--- src/rtl/dtw_job_sched.sv ---
// dtw_job_sched: command queue, job launcher and source/sink stream glue for dtw_core.
module dtw_job_sched #(
  parameter int unsigned ADDR_W    = 15,
  parameter int unsigned QDEPTH    = 4,
  parameter int unsigned TAG_W     = 4,
  parameter int unsigned START_TMO = 64
) (
  input  logic              clk,
  input  logic              rst,
  input  logic              cmd_valid,
  output logic              cmd_ready,
  input  logic [ADDR_W-1:0] cmd_base,
  input  logic [31:0]       cmd_len,
  input  logic              cmd_mode,
  input  logic [TAG_W-1:0]  cmd_tag,
  output logic              core_start,
  output logic [31:0]       core_ref_len,
  output logic              core_op_mode,
  input  logic              core_running,
  input  logic              core_src_rden,
  output logic              core_src_empty,
  output logic [31:0]       core_src_data,
  output logic              mem_rd_en,
  output logic [ADDR_W-1:0] mem_addr,
  input  logic [15:0]       mem_rdata,
  input  logic              core_sink_wren,
  output logic              core_sink_full,
  input  logic [31:0]       core_sink_data,
  output logic              res_valid,
  input  logic              res_ready,
  output logic [31:0]       res_data,
  output logic [TAG_W-1:0]  res_tag,
  output logic              done_valid,
  output logic [TAG_W-1:0]  done_tag,
  output logic              done_err,
  output logic [31:0]       done_words
);

  localparam int unsigned QAW   = $clog2(QDEPTH);
  localparam int unsigned PW    = QAW + 1;
  localparam int unsigned TMO_W = $clog2(START_TMO + 1);

  typedef struct packed {
    logic [ADDR_W-1:0] base;
    logic [31:0]       len;
    logic              mode;
    logic [TAG_W-1:0]  tag;
  } cmd_t;

  typedef enum logic [2:0] {IDLE, LAUNCH, WAIT_RUN, RUN, DRAIN, DONE} state_t;

  state_t           state, state_n;
  cmd_t             q_mem [QDEPTH];
  logic [PW-1:0]    wr_ptr, rd_ptr;
  logic             q_full, q_empty, push, pop;
  cmd_t             job;
  logic [TMO_W-1:0] tmo;
  logic             tmo_hit;
  logic             err;
  logic [31:0]      srv;
  logic [31:0]      words;
  logic             src_acc, sink_load, sink_drop;

  assign q_empty   = (wr_ptr == rd_ptr);
  assign q_full    = (wr_ptr[QAW] != rd_ptr[QAW]) && (wr_ptr[QAW-1:0] == rd_ptr[QAW-1:0]);
  assign cmd_ready = !q_full;
  assign push      = cmd_valid && !q_full;
  assign pop       = (state == IDLE) && !q_empty;

  // Command queue storage
  always_ff @(posedge clk) begin
    if (push) q_mem[wr_ptr[QAW-1:0]] <= '{base: cmd_base, len: cmd_len, mode: cmd_mode, tag: cmd_tag};
  end

  // Command queue pointers
  always_ff @(posedge clk or posedge rst) begin
    if (rst) begin
      wr_ptr <= '0;
      rd_ptr <= '0;
    end else begin
      if (push) wr_ptr <= wr_ptr + PW'(1);
      if (pop)  rd_ptr <= rd_ptr + PW'(1);
    end
  end

  // Job registers, served/word counters and error flag, all restarted at pop
  always_ff @(posedge clk or posedge rst) begin
    if (rst) begin
      job   <= '0;
      srv   <= '0;
      words <= '0;
      err   <= 1'b0;
    end else if (pop) begin
      job   <= q_mem[rd_ptr[QAW-1:0]];
      srv   <= '0;
      words <= '0;
      err   <= 1'b0;
    end else begin
      if (src_acc)   srv   <= srv + 32'd1;
      if (sink_load) words <= words + 32'd1;
      if (sink_drop || (state == WAIT_RUN && !core_running && tmo_hit)) err <= 1'b1;
    end
  end

  // Start timeout counter, cleared in LAUNCH and counting through WAIT_RUN
  always_ff @(posedge clk or posedge rst) begin
    if (rst)                    tmo <= '0;
    else if (state == LAUNCH)   tmo <= '0;
    else if (state == WAIT_RUN) tmo <= tmo + TMO_W'(1);
  end

  assign tmo_hit = (tmo == TMO_W'(START_TMO - 1));

  // FSM state register
  always_ff @(posedge clk or posedge rst) begin
    if (rst) state <= IDLE;
    else     state <= state_n;
  end

  // FSM next-state logic
  always_comb begin
    state_n = state;
    case (state)
      IDLE:     if (!q_empty) state_n = LAUNCH;
      LAUNCH:   state_n = WAIT_RUN;
      WAIT_RUN: if (core_running) state_n = RUN;
                else if (tmo_hit) state_n = DONE;
      RUN:      if (!core_running) state_n = DRAIN;
      DRAIN:    if (!res_valid) state_n = DONE;
      DONE:     state_n = IDLE;
      default:  state_n = IDLE;
    endcase
  end

  // FSM outputs decoded from the state register
  always_comb begin
    core_start = 1'b0;
    done_valid = 1'b0;
    case (state)
      LAUNCH:  core_start = 1'b1;
      DONE:    done_valid = 1'b1;
      default: ;
    endcase
  end

  assign done_tag     = done_valid ? job.tag : '0;
  assign done_err     = done_valid && err;
  assign done_words   = done_valid ? words : '0;
  assign core_ref_len = job.len;
  assign core_op_mode = job.mode;

  // Source feed: serve reads from reference memory until len samples are out
  assign core_src_empty = !(state == WAIT_RUN || state == RUN) || (srv == job.len);
  assign src_acc        = core_src_rden && !core_src_empty;
  assign mem_rd_en      = src_acc;
  assign mem_addr       = src_acc ? (job.base + srv[ADDR_W-1:0]) : '0;
  assign core_src_data  = {16'h0000, mem_rdata};

  // Sink path handshake
  assign core_sink_full = res_valid && !res_ready;
  assign sink_load      = core_sink_wren && !core_sink_full;
  assign sink_drop      = core_sink_wren && core_sink_full;

  // One-entry result holding register
  always_ff @(posedge clk or posedge rst) begin
    if (rst) begin
      res_valid <= 1'b0;
      res_data  <= '0;
      res_tag   <= '0;
    end else if (sink_load) begin
      res_valid <= 1'b1;
      res_data  <= core_sink_data;
      res_tag   <= job.tag;
    end else if (res_ready) begin
      res_valid <= 1'b0;
    end
  end

endmodule

--- config.mk ---
export PLATFORM = sky130hd
export DESIGN_NAME = dtw_job_sched
export DESIGN_NICKNAME = d
export VERILOG_FILES = /design/src/rtl/dtw_job_sched.sv
export SDC_FILE = /design/constraint.sdc
export NUM_CORES = 1
export LEC_CHECK = 0
export ABC_AREA = 1
export BUFFER_PORTS_ARGS = -buffer_cell sky130_fd_sc_hd__clkbuf_2
export CORE_MARGIN = 4
export CORE_UTILIZATION = 40
export CTS_CLUSTER_DIAMETER = 100
export DETAILED_ROUTE_END_ITERATION = 10
export PLACE_DENSITY = 0.66
export SETUP_SLACK_MARGIN = 0.3
export SLEW_MARGIN = 20
export SYNTH_ARGS = -nofsm -noshare
export SYNTH_HDL_FRONTEND = slang
export SYNTH_SLANG_ARGS = --single-unit
--- constraint.sdc ---
create_clock -name clk -period 8.17 [get_ports clk]
set_input_delay 1.634 -clock clk [delete_from_list [all_inputs] [get_ports clk]]
set_output_delay 1.634 -clock clk [all_outputs]
set_load 0.01 [all_outputs]
=== Word-level counts from Yosys, hierarchy flattened ===
Memories as Yosys holds them, arrays and structs flattened. A register that Yosys moved wholly into a read port is not among the register bits.
Cells that the tools add are included.
W data, S select, Z words.

* Add/sub/neg operators: 6
* Mux-type cells: 23
* Reduce and logical (&&, ||, !) cells: 27
* Equal/unequal tests: 14

{| class="wikitable"
|+ Operators with widths
! operator !! count
|-
| $mux W32 || 5
|-
| $add A32 B1 Y32 const B || 2
|-
| $eq A32 B32 Y1 || 1
|-
| $add A15 B15 Y15 || 1
|-
| $mux W15 || 1
|-
| $mux W3 || 5
|-
| $pmux W3 S5 || 1
|-
| $mux W7 || 2
|-
| $logic_and A1 B1 Y1 || 10
|-
| $reduce_bool A2 Y1 || 5
|-
| $mux W1 || 8
|-
| $add A7 B1 Y7 const B || 1
|-
| $eq A7 B6 Y1 const B || 1
|-
| $logic_not A1 Y1 || 7
|-
| $add A3 B1 Y3 const B || 2
|-
| $eq A3 B2 Y1 const B || 2
|-
| $eq A3 B3 Y1 const B || 2
|-
| $ne A2 B2 Y1 const B || 3
|-
| $mux W4 || 1
|-
| $reduce_and A4 Y1 || 1
|-
| $eq A3 B1 Y1 const B || 1
|-
| $eq A3 B3 Y1 || 1
|-
| $logic_not A3 Y1 || 1
|-
| $logic_or A1 B1 Y1 || 3
|-
| other kinds (3) || 3
|}

* Bits in writable memories: 208
* Memories kept: 1
* Logic and storage cells: 81
* Register bits after elaboration: 118
* Input port bits: 107

{| class="wikitable"
|+ Memory list
! name !! depth !! bits a word !! rd ports !! clocked after memory_dff !! wr ports !! RTL line !! source
|-
| q_mem || 4 || 52 || 1 || 1 || 1 || 53 || <nowiki>cmd_t q_mem [QDEPTH];</nowiki>
|}

=== Longest topological paths before layout ===
Gate-level depths: netlist of run 1.

* Depth after elaboration: 8
* Depth in mapped cells: 14

=== Worst setup path after synthesis of run 1 ===
OpenSTA, ideal clock, no wires.

* Kind: input-to-reg
* Start point: in cmd_valid
* End point: mem q_mem[3][0] (netlist name) (enable)
* Data required time: 7.705 ns
* Data arrival time: 4.031 ns
* Path buffers: 0
* Path slack: 3.675 ns
* Setup time: 0.465 ns
* Stages on the path: 2
* Cell sequence: nand2_1 nor2_1

* Longest elaborated chain between the ends: 3

{| class="wikitable"
|+ RTL lines
! element !! RTL line !! source
|-
| start: declaration || 10 || <nowiki>input logic cmd_valid,</nowiki>
|-
| $logic_and A1 B1 Y1 || 67 || <nowiki>assign push = cmd_valid && !q_full;</nowiki>
|-
| $mux W1 || 72 || <nowiki>if (push) q_mem[wr_ptr[QAW-1:0]] <= '{base: cmd_base, len: cmd_len, mode: cmd_mode, tag: cmd_tag};</nowiki>
|-
| $mux W1 (implied by the code) || 72 ||
|-
| end: declaration || 53 ||
|}

Every way passes these cells.

=== Worst setup path in the final report of run 1 ===
* Start point: in core_src_rden
* End point: out mem_addr[2]

* Longest elaborated chain between the ends: 2

{| class="wikitable"
|+ RTL lines
! element !! RTL line !! source
|-
| start: declaration || 20 || <nowiki>input logic core_src_rden,</nowiki>
|-
| $logic_and A1 B1 Y1 || 154 || <nowiki>assign src_acc = core_src_rden && !core_src_empty;</nowiki>
|-
| $mux W15 || 156 || <nowiki>assign mem_addr = src_acc ? (job.base + srv[ADDR_W-1:0]) : '0;</nowiki>
|-
| end: declaration || 24 || <nowiki>output logic [ADDR_W-1:0] mem_addr,</nowiki>
|}

Every way passes these cells.

==> impl_metrics.yaml, run 1 <==
outcome:
  status: "complete, no violations"
timing:
  holdWs_ns: 0.469
  rsz0062_at_grt: "no"
  fin_crit_sh_pct: 61.4
  max_freq_mhz: 199
  fin_crit_ns: 5.02
  worstMarginPinSlew_ns: 1.01
  finalMaxSlewViolations: 0
  setup_viol: 0
  tns_ns: 0
  slew_headroom_pct: 33.0
  final_hold_viol_count: 0
  clock_skew_ns: 0.0248
floorplanning:
  rows: 77
  die_y_um: 221
  die_x_um: 221
  fp.dieArea_um2: 48700
  initial_core_util_pct: 40.6
  core_area_um2: 44500
  pin_count: 267
route:
  wl_per_cell_um: 17.1
  ant_nets: 0
  drt_iter0_drc: 998
  via_per_inst: 5.06
  vias: 13800
  firstDrtPassIters: 5
  drc: 0
  wirelength_mm: 46.8
placement:
  hpwl_mm: 30.6
  placed_cells: 2656
  gp_congestion: 0.907
  io_buffer_count: 218
finish:
  num_antenna_cells: 0
  final_core_util_pct: 46.6
  syn_to_final_growth_pct: 14.6
  fin_nets: 2238
  nFillCells: 4255
  drive_above_1_share_pct: 15.7
  instances_no_fill: 2733
  final_common_cell: "nand2_1"
  final_cell_mix: "nand2_1 (379), nor2_1 (374), clkbuf_2 (218)"
power:
  power.density_nw_per_um2: 328
  peakVddDrop_mv: 0.224
  p_leak_nw: 8.90
clocking:
  cts_root_buf: "clkbuf_16"
  htree_levels: 2
  cts_buffers: 42
  post-cts-setup-buffer-count: 0
  cts.reportedPaths.clkPinSlew_ns: 0.06
  clock-sinks: 378
  cts_tree: "done"
  hold_buffers: 0
  cts_max_path_buffers: 3
  clock_latency_ns: 0.58
  cts_resized: 0
synth:
  ys_ff_latch: 378
  ys.flop_type: "edfxtp_1"
  synth_top_area_cell: "edfxtp_1"
  synthDistinctLibCells: 40
  ys_seq_area_share_pct: 58.0
  synthArstFlopShare_pct: 45.0
  syn_area_um2: 18100
  yosys_warnings: 0
  synth_top_cell_area_share_pct: 34.5
  synth_edf_count: 208
  synth_area_leaders: "edfxtp_1 (35%), dfrtp_1 (24%), nand2_1 (7.9%)"
  synth_area_per_cell_um2: 9.21
  syn_inst: 1965
grt:
  grt_max_degree: 101
  grt.overflow.total: 0
  grt_pass1_vias: 13500
  grt_pass1_wl_mm: 73.0
  grt_antenna_before_repair: 3
  track_usage_pct: 19.0
worst_setup_path:
  worstPathArrival_ns: 3.38
  crit_type: "in -> out"
  start_kind: "primary input"
  critical_path.endpoint_type: "primary output"
  critPathMaxFanout: 38
  cp.required_ns: 6.54
flow_run:
  maxCapViolCount: 0
hold_path:
  hp-class: "reg -> reg"
critical path, cell delays in order:
cell      delay (ns)
clkbuf_2        0.56
nand3_2         0.38
buf_4           0.38
nor3_1          0.21
clkbuf_2        0.17
metal layers:
layer	global-route usage (%)	up-vias	routed length, um
met5	0	-	33
met1	23.3	6609	19300
met2	33.2	420	22800
met4	5.68	6	1070
li1	-	6712	-
met3	4.70	74	3530
sequential cells by signal, indices dropped and copies added, names as in the netlist:
name / flops
q_mem: 208
rd_ptr: 3
wr_ptr: 3
job: 19
core_ref_len: 32
core_op_mode: 1
tmo: 7
words: 32
srv: 32
res_valid: 1
state: 3
err: 1
res_data: 32
res_tag: 4
per-stage QoR:
step	setup slack, ns	power (mW)	cell area, um^2
after floorplan	1.93	4.29	18100
after global placement	3.26	4.87	19300
after detailed placement	3.18	4.92	19300
after CTS	3.19	6.90	20700
after global routing	3.07	7.27	20700
final	3.15	6.81	20700
where the power goes:
part | internal (mW) | total (mW) | leakage [nW] | switching (mW)
Sequential | 2.49 | 2.72 | 4.06 | 0.233
Clock | 1.18 | 1.96 | 0.710 | 0.778
Combinational | 0.633 | 2.13 | 4.13 | 1.49
Total | 4.30 | 6.81 | 8.90 | 2.50
cells in the mapped netlist, types with 2 or more instances:
cell type,instances
xor2_1,22
nor3_2,2
buf_2,27
nor4_1,2
o21bai_1,3
inv_1,152
nor2_1,379
nand4_1,55
nand3_2,11
nor2_4,3
nor2_2,4
a31oi_1,42
nand2_2,2
ha_1,22
and3_1,2
a21oi_1,27
a211oi_2,2
o21ai_1,4
edfxtp_1,208
o21ai_0,151
nand2_1,379
nor3_1,30
xnor2_1,36
nand3b_1,4
dfrtp_1,170
o22ai_1,15
inv_2,4
buf_4,66
o211ai_1,2
nand3_1,75
clkbuf_1,42
buf_1,12
buf_6,3
layout make-up:
cell class	instances	area, um^2	share of cell area (%)
flip-flops and latches	378	10500	50.7
multi-input cells	1294	6220	30.0
repair buffers	235	1220	5.88
clock buffers	57	1180	5.69
well taps	592	741	3.57
inverters	157	596	2.87
clock inverters	20	265	1.28
path summary, 6_finish.rpt:
kind                               start               end  slack [ns]  depth (start not counted)
setup / recovery           core_src_rden       mem_addr[2]        3.15                          5
hold / removal               res_data[1]       res_data[1]        0.47                          2
setup reg to reg               rd_ptr[0]  core_ref_len[30]        4.88                          8
hold reg to reg              res_data[1]       res_data[1]        0.47                          2
max in group asynchronous            rst           job[51]        5.32                          3
min in group asynchronous            rst        res_tag[3]        1.26                          2
kinds of logic (layout without fill, tap and decap cells):
| logic type | Yosys count | after routing | share of synthesized area, % |
|---|---|---|---|
| adders and majority gates | 23 | 23 | 1.63 |
| and+or+nand+nor | 950 | 950 | 22.0 |
| AOI/OAI and AO/OA | 247 | 247 | 7.39 |
| DFF | 378 | 378 | 58.0 |
| xor gates and xnor gates | 58 | 58 | 2.81 |
| other | 1 | 16 | 0.0207 |
| buffers and inverters | 308 | 469 | 8.08 |
No activity file was read; power rests on OpenSTA's default activity.
==> run 2: changes to the inputs <==
--- a/config.mk
+++ b/config.mk
@@ -11,7 +11,7 @@
 export CORE_UTILIZATION = 40
 export CTS_CLUSTER_DIAMETER = 100
 export DETAILED_ROUTE_END_ITERATION = 10
-export PLACE_DENSITY = 0.66
+export PLACE_DENSITY = 0.69
 export SETUP_SLACK_MARGIN = 0.3
 export SLEW_MARGIN = 20
 export SYNTH_ARGS = -nofsm -noshare
==> constraint.sdc (replaced) <==
create_clock -name clk -period 4.4 [get_ports clk]
set_input_delay 0.88 -clock clk [delete_from_list [all_inputs] [get_ports clk]]
set_output_delay 0.88 -clock clk [all_outputs]
set_load 0.01 [all_outputs]
==> run 2 against run 1 <==
Effect of this change:
- die area unchanged
- wire length increased by 0.81%
- setup slack got worse by 2.3 ns
- sequential cell count unchanged
- hold slack got worse by 0.13 ns
- first-iteration DRC count decreased by 5.8%
- core utilization decreased by 0.087 points
==> impl_metrics.yaml, run 2 (synthesis gave the netlist of run 1 again) <==
timing:
  rsz0062_at_grt: "no"
  slew_headroom_pct: 39.1
  finalMaxSlewViolations: 0
  worstMarginPinSlew_ns: 0.913
  fin_crit_ns: 3.55
  holdWs_ns: 0.341
  setup_viol: 0
  clock_skew_ns: 0.0112
  fin_crit_sh_pct: 80.8
  max_freq_mhz: 281
  tns_ns: 0
  setup_ws_ns: 0.846
  final_hold_viol_count: 0
clocking:
  cts_tree: "done"
  cts_buffers: 41
  cts_max_path_buffers: 3
  post-cts-setup-buffer-count: 0
  clock_latency_ns: 0.56
  cts.reportedPaths.clkPinSlew_ns: 0.07
  cts_resized: 0
  hold_buffers: 0
  cts_root_buf: "clkbuf_16"
  clock-sinks: 378
  htree_levels: 2
finish:
  instances_no_fill: 2737
  final_common_cell: "nand2_1"
  fin_nets: 2240
  drive_above_1_share_pct: 15.8
  final_cell_mix: "nand2_1 (379), nor2_1 (374), clkbuf_2 (218)"
  syn_to_final_growth_pct: 14.4
  finalInstanceArea_um2: 20700
  nFillCells: 4175
  largest_reg_flops: 208
floorplanning:
  die_x_um: 221
  die_y_um: 221
  core_area_um2: 44500
  fp.dieArea_um2: 48700
  pin_count: 267
  rows: 77
  initial_core_util_pct: 40.6
placement:
  placed_cells: 2659
  io_buffer_count: 218
  preCtsSetupSlack_ns: 1.46
  placed_area_um2: 19300
  gp_congestion: 0.906
  hpwl_mm: 31.4
worst_setup_path:
  crit-reg2reg-launch: "rd_ptr[0]"
  start_kind: "register"
  critPathMaxFanout: 6
  crit_type: "reg -> out"
  cp.required_ns: 3.52
  critical_path.endpoint_type: "primary output"
  crit_slowest_cell: "dfrtp_1"
  crit_chain: "ha_1, fa_1, nand2_1, a21oi_1, nand3_1, nand2_1, a21oi_1, xor2_1, nor2_1, clkbuf_2"
  critPathBufInv: 1
  worst_r2r_path_depth: 5
  startpoint: "srv[0]"
  r2r_end: "q_mem[1][38]"
  worstPathArrival_ns: 2.67
  reg2reg_slack_ns: 1.69
  endpoint: "mem_addr[10]"
  cpLargestDelayFamily: "adder cells"
  critPathMaxStageDelay_ns: 0.44
  crit_cells: 10
grt:
  grt_pass1_vias: 13400
  grt_antenna_before_repair: 4
  track_usage_pct: 19.1
  grt_pass1_wl_mm: 73.0
  grt.overflow.total: 0
  grt_max_degree: 108
route:
  firstDrtPassIters: 6
  via_per_inst: 5.06
  drt_iter0_drc: 940
  wl_per_cell_um: 17.2
  ant_nets: 0
  drc: 0
  wirelength_mm: 47.2
  vias: 13800
hold_path:
  hp-class: "in -> async"
outcome:
  status: "complete, no violations"
power:
  power.density_nw_per_um2: 605
  peakVddDrop_mv: 0.437
  p_leak_nw: 8.87
flow_run:
  maxCapViolCount: 0
==> run 2: changes by cell type in the layout (fill, tap and decap cells not counted), moves of 2 or more <==
cell	before	now
diode_2	0	2
clkinv_1	4	9
clkinv_4	0	4
clkbuf_16	43	41
clkbuf_1	9	5
clkinvlp_4	1	3
clkbuf_8	5	3
buf_12	0	2
clkinv_2	9	7
==> run 2: worst register-to-register path, stage by stage (launching register included) <==
cell	delay, ns
dfrtp_4	0.74
xnor2_1	0.21
nand3b_1	0.15
nand2_1	0.30
nor2_4	0.17
buf_4	0.71
==> run 2: metrics by stage <==
step	utilization (%)	power (mW)
floorplan	-	7.96
global placement	43.4	9.13
detailed placement	43.4	9.20
CTS	46.5	12.7
global route	46.5	13.4
finish	46.5	12.5
==> run 2: per-layer routing <==
metal  vias to the layer above  global-route usage [%]  routed length [um]
li1                       6727                       -                   -
met1                      6538                    23.9               19400
met2                       477                    32.7               22700
met3                       100                    4.06                3540
met4                         4                    7.07                1510
met5                         -                       0                  23
==> run 2: layout make-up <==
cell class,count,area [um^2],area share (%)
Sequential cell,378,10500,50.8
Clock buffer,49,1090,5.25
Tap cell,592,741,3.58
Clock inverter,27,268,1.29
Multi-Input combinational cell,1294,6220,30.1
Antenna cell,2,5.00,0.0242
Timing Repair Buffer,238,1270,6.12
Inverter,157,594,2.87
==> run 2: how the worst min path moves through the flow <==
stage	from	end	slack, ns	depth (start not counted)
after floorplan	wr_ptr[2]	wr_ptr[2]	0.46	1
after global placement	res_data[28]	res_data[28]	0.45	2
after detailed placement	res_data[19]	res_data[19]	0.46	2
after CTS	rst	tmo[5]	0.33	2
after global routing	rst	res_tag[2]	0.37	2
final	rst	res_data[31]	0.34	2
==> run 2: report_power, final <==
part	leakage, nW	switching, mW	total [mW]	internal, mW
clock	0.661	1.42	3.43	2.02
sequential	4.06	0.522	5.14	4.62
combinational	4.15	2.74	3.93	1.20
==> run 3: changes to the inputs <==
--- a/config.mk
+++ b/config.mk
@@ -5,7 +5,7 @@
 export SDC_FILE = /design/constraint.sdc
 export NUM_CORES = 1
 export LEC_CHECK = 0
-export ABC_AREA = 1
+export ABC_AREA = 0
 export BUFFER_PORTS_ARGS = -buffer_cell sky130_fd_sc_hd__clkbuf_2
 export CORE_MARGIN = 4
 export CORE_UTILIZATION = 40
==> constraint.sdc (replaced) <==
create_clock -name clk -period 2.95 [get_ports clk]
set_input_delay 0.59 -clock clk [delete_from_list [all_inputs] [get_ports clk]]
set_output_delay 0.59 -clock clk [all_outputs]
set_load 0.01 [all_outputs]
==> run 3 against run 2 <==
Effect of this change:
- the flow now finishes with violations (negative setup slack)
- highest routed layer is now met4
- clock power is 52% higher
- sequential share of layout area rose by 0.32 points
- global-route usage decreased by 1.6 points
- critical path depth is the same
- largest power group unchanged
==> impl_metrics.yaml, run 3 <==
outcome:
  status: "complete, but fails checks"
  violations: "negative setup slack"
synth:
  ys.flop_type: "edfxtp_1"
  synthDistinctLibCells: 68
  synthXorXnorAreaFrac_pct: 4.49
  post_synth_and_or_nand_nor_area_fraction_pct: 15.7
  yosys.area_share.adder_pct: 1.74
  synth_area_leaders: "edfxtp_1 (37%), dfrtp_1 (25%), nand2_1 (7.1%)"
  syn_area_um2: 17000
  synth_edf_count: 208
  synth_top_cell_area_share_pct: 36.8
  synth_top_area_cell: "edfxtp_1"
  netlist_top_cells_count: "nand2_1 (322), edfxtp_1 (208), dfrtp_1 (170)"
  synth_mux_area_share_pct: 8.13
  synth_area_per_cell_um2: 12.5
  yosys_warnings: 0
  syn_inst: 1356
  ys_ff_latch: 378
  synth_top_family_by_area: "simple AND/OR/NAND/NOR gates"
  ys_seq_area_share_pct: 61.8
  synthArstFlopShare_pct: 45.0
  synth_most_common_cell: "nand2_1"
  synth_compound_area_share_pct: 3.44
grt:
  track_usage_pct: 17.5
  grt_pass1_wl_mm: 64.2
  grt_max_degree: 87
  grt_antenna_before_repair: 0
  grt.overflow.total: 0
  grt_pass1_vias: 11400
worst_setup_path:
  worst_r2r_path_depth: 12
  critical_path.endpoint_type: "primary output"
  cp.required_ns: 2.36
  critPathMaxStageDelay_ns: 0.43
  crit-reg2reg-launch: "srv[1]"
  crit_type: "reg -> out"
  r2r_end: "srv[24]"
  reg2reg_slack_ns: 0.16
  critPathBufInv: 3
  cpLargestDelayFamily: "buffers and inverters"
  crit_slowest_cell: "dfrtp_1"
  crit_chain: "buf_6, fa_2, a21oi_2, nand4b_1, buf_4, a31oi_4, a211oi_2, xor2_1, nor2_1, clkbuf_2"
  start_kind: "register"
  critPathMaxFanout: 6
  worstPathArrival_ns: 2.69
clocking:
  cts_tree: "done"
  htree_levels: 2
  clock-sinks: 378
  cts_buffers: 42
  clock_latency_ns: 0.58
  cts_root_buf: "clkbuf_16"
  cts.reportedPaths.clkPinSlew_ns: 0.06
  cts_max_path_buffers: 3
hold_path:
  hp-class: "in -> async"
placement:
  io_buffer_count: 218
  preCtsSetupSlack_ns: 0.0392
  placed_cells: 2046
  gp_congestion: 0.853
  hpwl_mm: 26.7
finish:
  final_cell_mix: "nand2_1 (320), clkbuf_2 (209), edfxtp_1 (208)"
  drive_above_1_share_pct: 30.7
  final_core_util_pct: 49.1
  syn_to_final_growth_pct: 21.2
  instances_no_fill: 2154
  num_antenna_cells: 0
  largest_reg_flops: 208
  final_common_cell: "nand2_1"
  fin_nets: 1712
power:
  p_comb_share_pct: 33.0
  seqPwrFrac_pct: 40.0
  power.density_nw_per_um2: 936
  p_sw_share_pct: 34.1
  p_leak_nw: 8.72
  peakVddDrop_mv: 0.653
  clockPowerShare_pct: 27.1
  internal_power_mw: 12.7
  switching_power_mw: 6.57
route:
  drt_iter0_drc: 963
  via_per_inst: 5.18
  firstDrtPassIters: 5
  wl_per_cell_um: 18.8
  ant_nets: 0
  wirelength_mm: 40.6
  drc: 0
  vias: 11200
timing:
  rsz0062_at_grt: "yes"
  clock_skew_ns: 0.0339
  setup_viol: 17
  fin_crit_sh_pct: 111
  fin_crit_ns: 3.28
  max_freq_mhz: 305
  worstMarginPinSlew_ns: 0.867
  final_hold_viol_count: 0
  finalMaxSlewViolations: 0
  slew_headroom_pct: 42.2
  setup_ws_ns: -0.333
floorplanning:
  pin_count: 267
  rows: 75
  core_area_um2: 41900
  fp.dieArea_um2: 45800
  die_x_um: 214
  initial_core_util_pct: 40.5
  die_y_um: 214
flow_run:
  maxCapViolCount: 0
## run 3: kinds of logic after synthesis
logic type                 after synthesis
and+or+nand+nor                        573
DFF                                    378
buffers and inverters                  136
xor gates and xnor gates                87
AOI/OAI and AO/OA                       86
muxes                                   72
adders and majority gates               23
other                                    1
## run 3: power groups by stage
stage	clock network [mW]	registers, mW	logic [mW]
6_report	5.21	7.71	6.35
5_1_grt	5.60	7.84	7.02
4_1_cts	5.36	7.70	6.20
3_5_place_dp	0	7.77	5.84
3_3_place_gp	0	7.71	5.77
2_1_floorplan	0	7.47	4.21
## run 3: cell type report
class	instances	area (um^2)
Fill cell	3626	21400
Sequential cell	378	10500
Multi-Input combinational cell	857	6100
Timing Repair Buffer	289	1840
Clock buffer	53	1150
Tap cell	539	674
Clock inverter	24	240
Inverter	14	61.3
## run 3: repair_timing
action | CTS | global route
hold buffers | 0 | 0
buffers inserted | 14 | 15
gates cloned | 1 | 1
pin swaps | 19 | 11
gates resized for setup | 50 | 43
endpoints found under the setup margin | 17 | 56
## run 3: stage by stage
stage | TNS, ns | hold WS, ns | total power [mW] | cell area [um^2]
final | -3.18 | 0.139 | 19.3 | 20600
after floorplan | 0 | 0.452 | 11.7 | 17100
after global routing | -4.95 | 0.183 | 20.5 | 20600
after detailed placement | 0 | 0.463 | 13.6 | 18500
after global placement | 0 | 0.456 | 13.5 | 18500
after CTS | -2.17 | 0.164 | 19.3 | 20300
## run 3: layer usage
layer | global-route usage (%) | vias to the layer above | part of all wire [%]
met4 | 5.17 | 0 | 2.3
li1 | - | 5190 | -
met3 | 3.67 | 61 | 6.2
met1 | 23.6 | 5524 | 43
met5 | 0 | - | 0
met2 | 28.9 | 379 | 48
## run 3: worst max path at each step
| stage | start | endpoint | slack (ns) | cells after the start |
|---|---|---|---|---|
| global route | srv[1] | mem_addr[12] | -0.46 | 10 |
| floorplan | rst | core_op_mode | 0.19 | 1 |
| CTS | job[43] | mem_addr[11] | -0.35 | 8 |
| detailed placement | job[38] | mem_addr[11] | 0.04 | 8 |
| finish | srv[1] | mem_addr[12] | -0.33 | 10 |
| global placement | job[38] | mem_addr[11] | 0.05 | 8 |
## run 3: worst reg2reg max path: stages, from the launching register on
cell     delay (ns)
dfrtp_1        0.43
buf_6          0.17
xnor2_4        0.12
nand4_1        0.24
nor4_4         0.38
a21o_4         0.24
buf_12         0.12
inv_6          0.04
buf_12         0.12
buf_4          0.15
buf_6          0.13
mux2_1         0.29
mux2_2         0.27
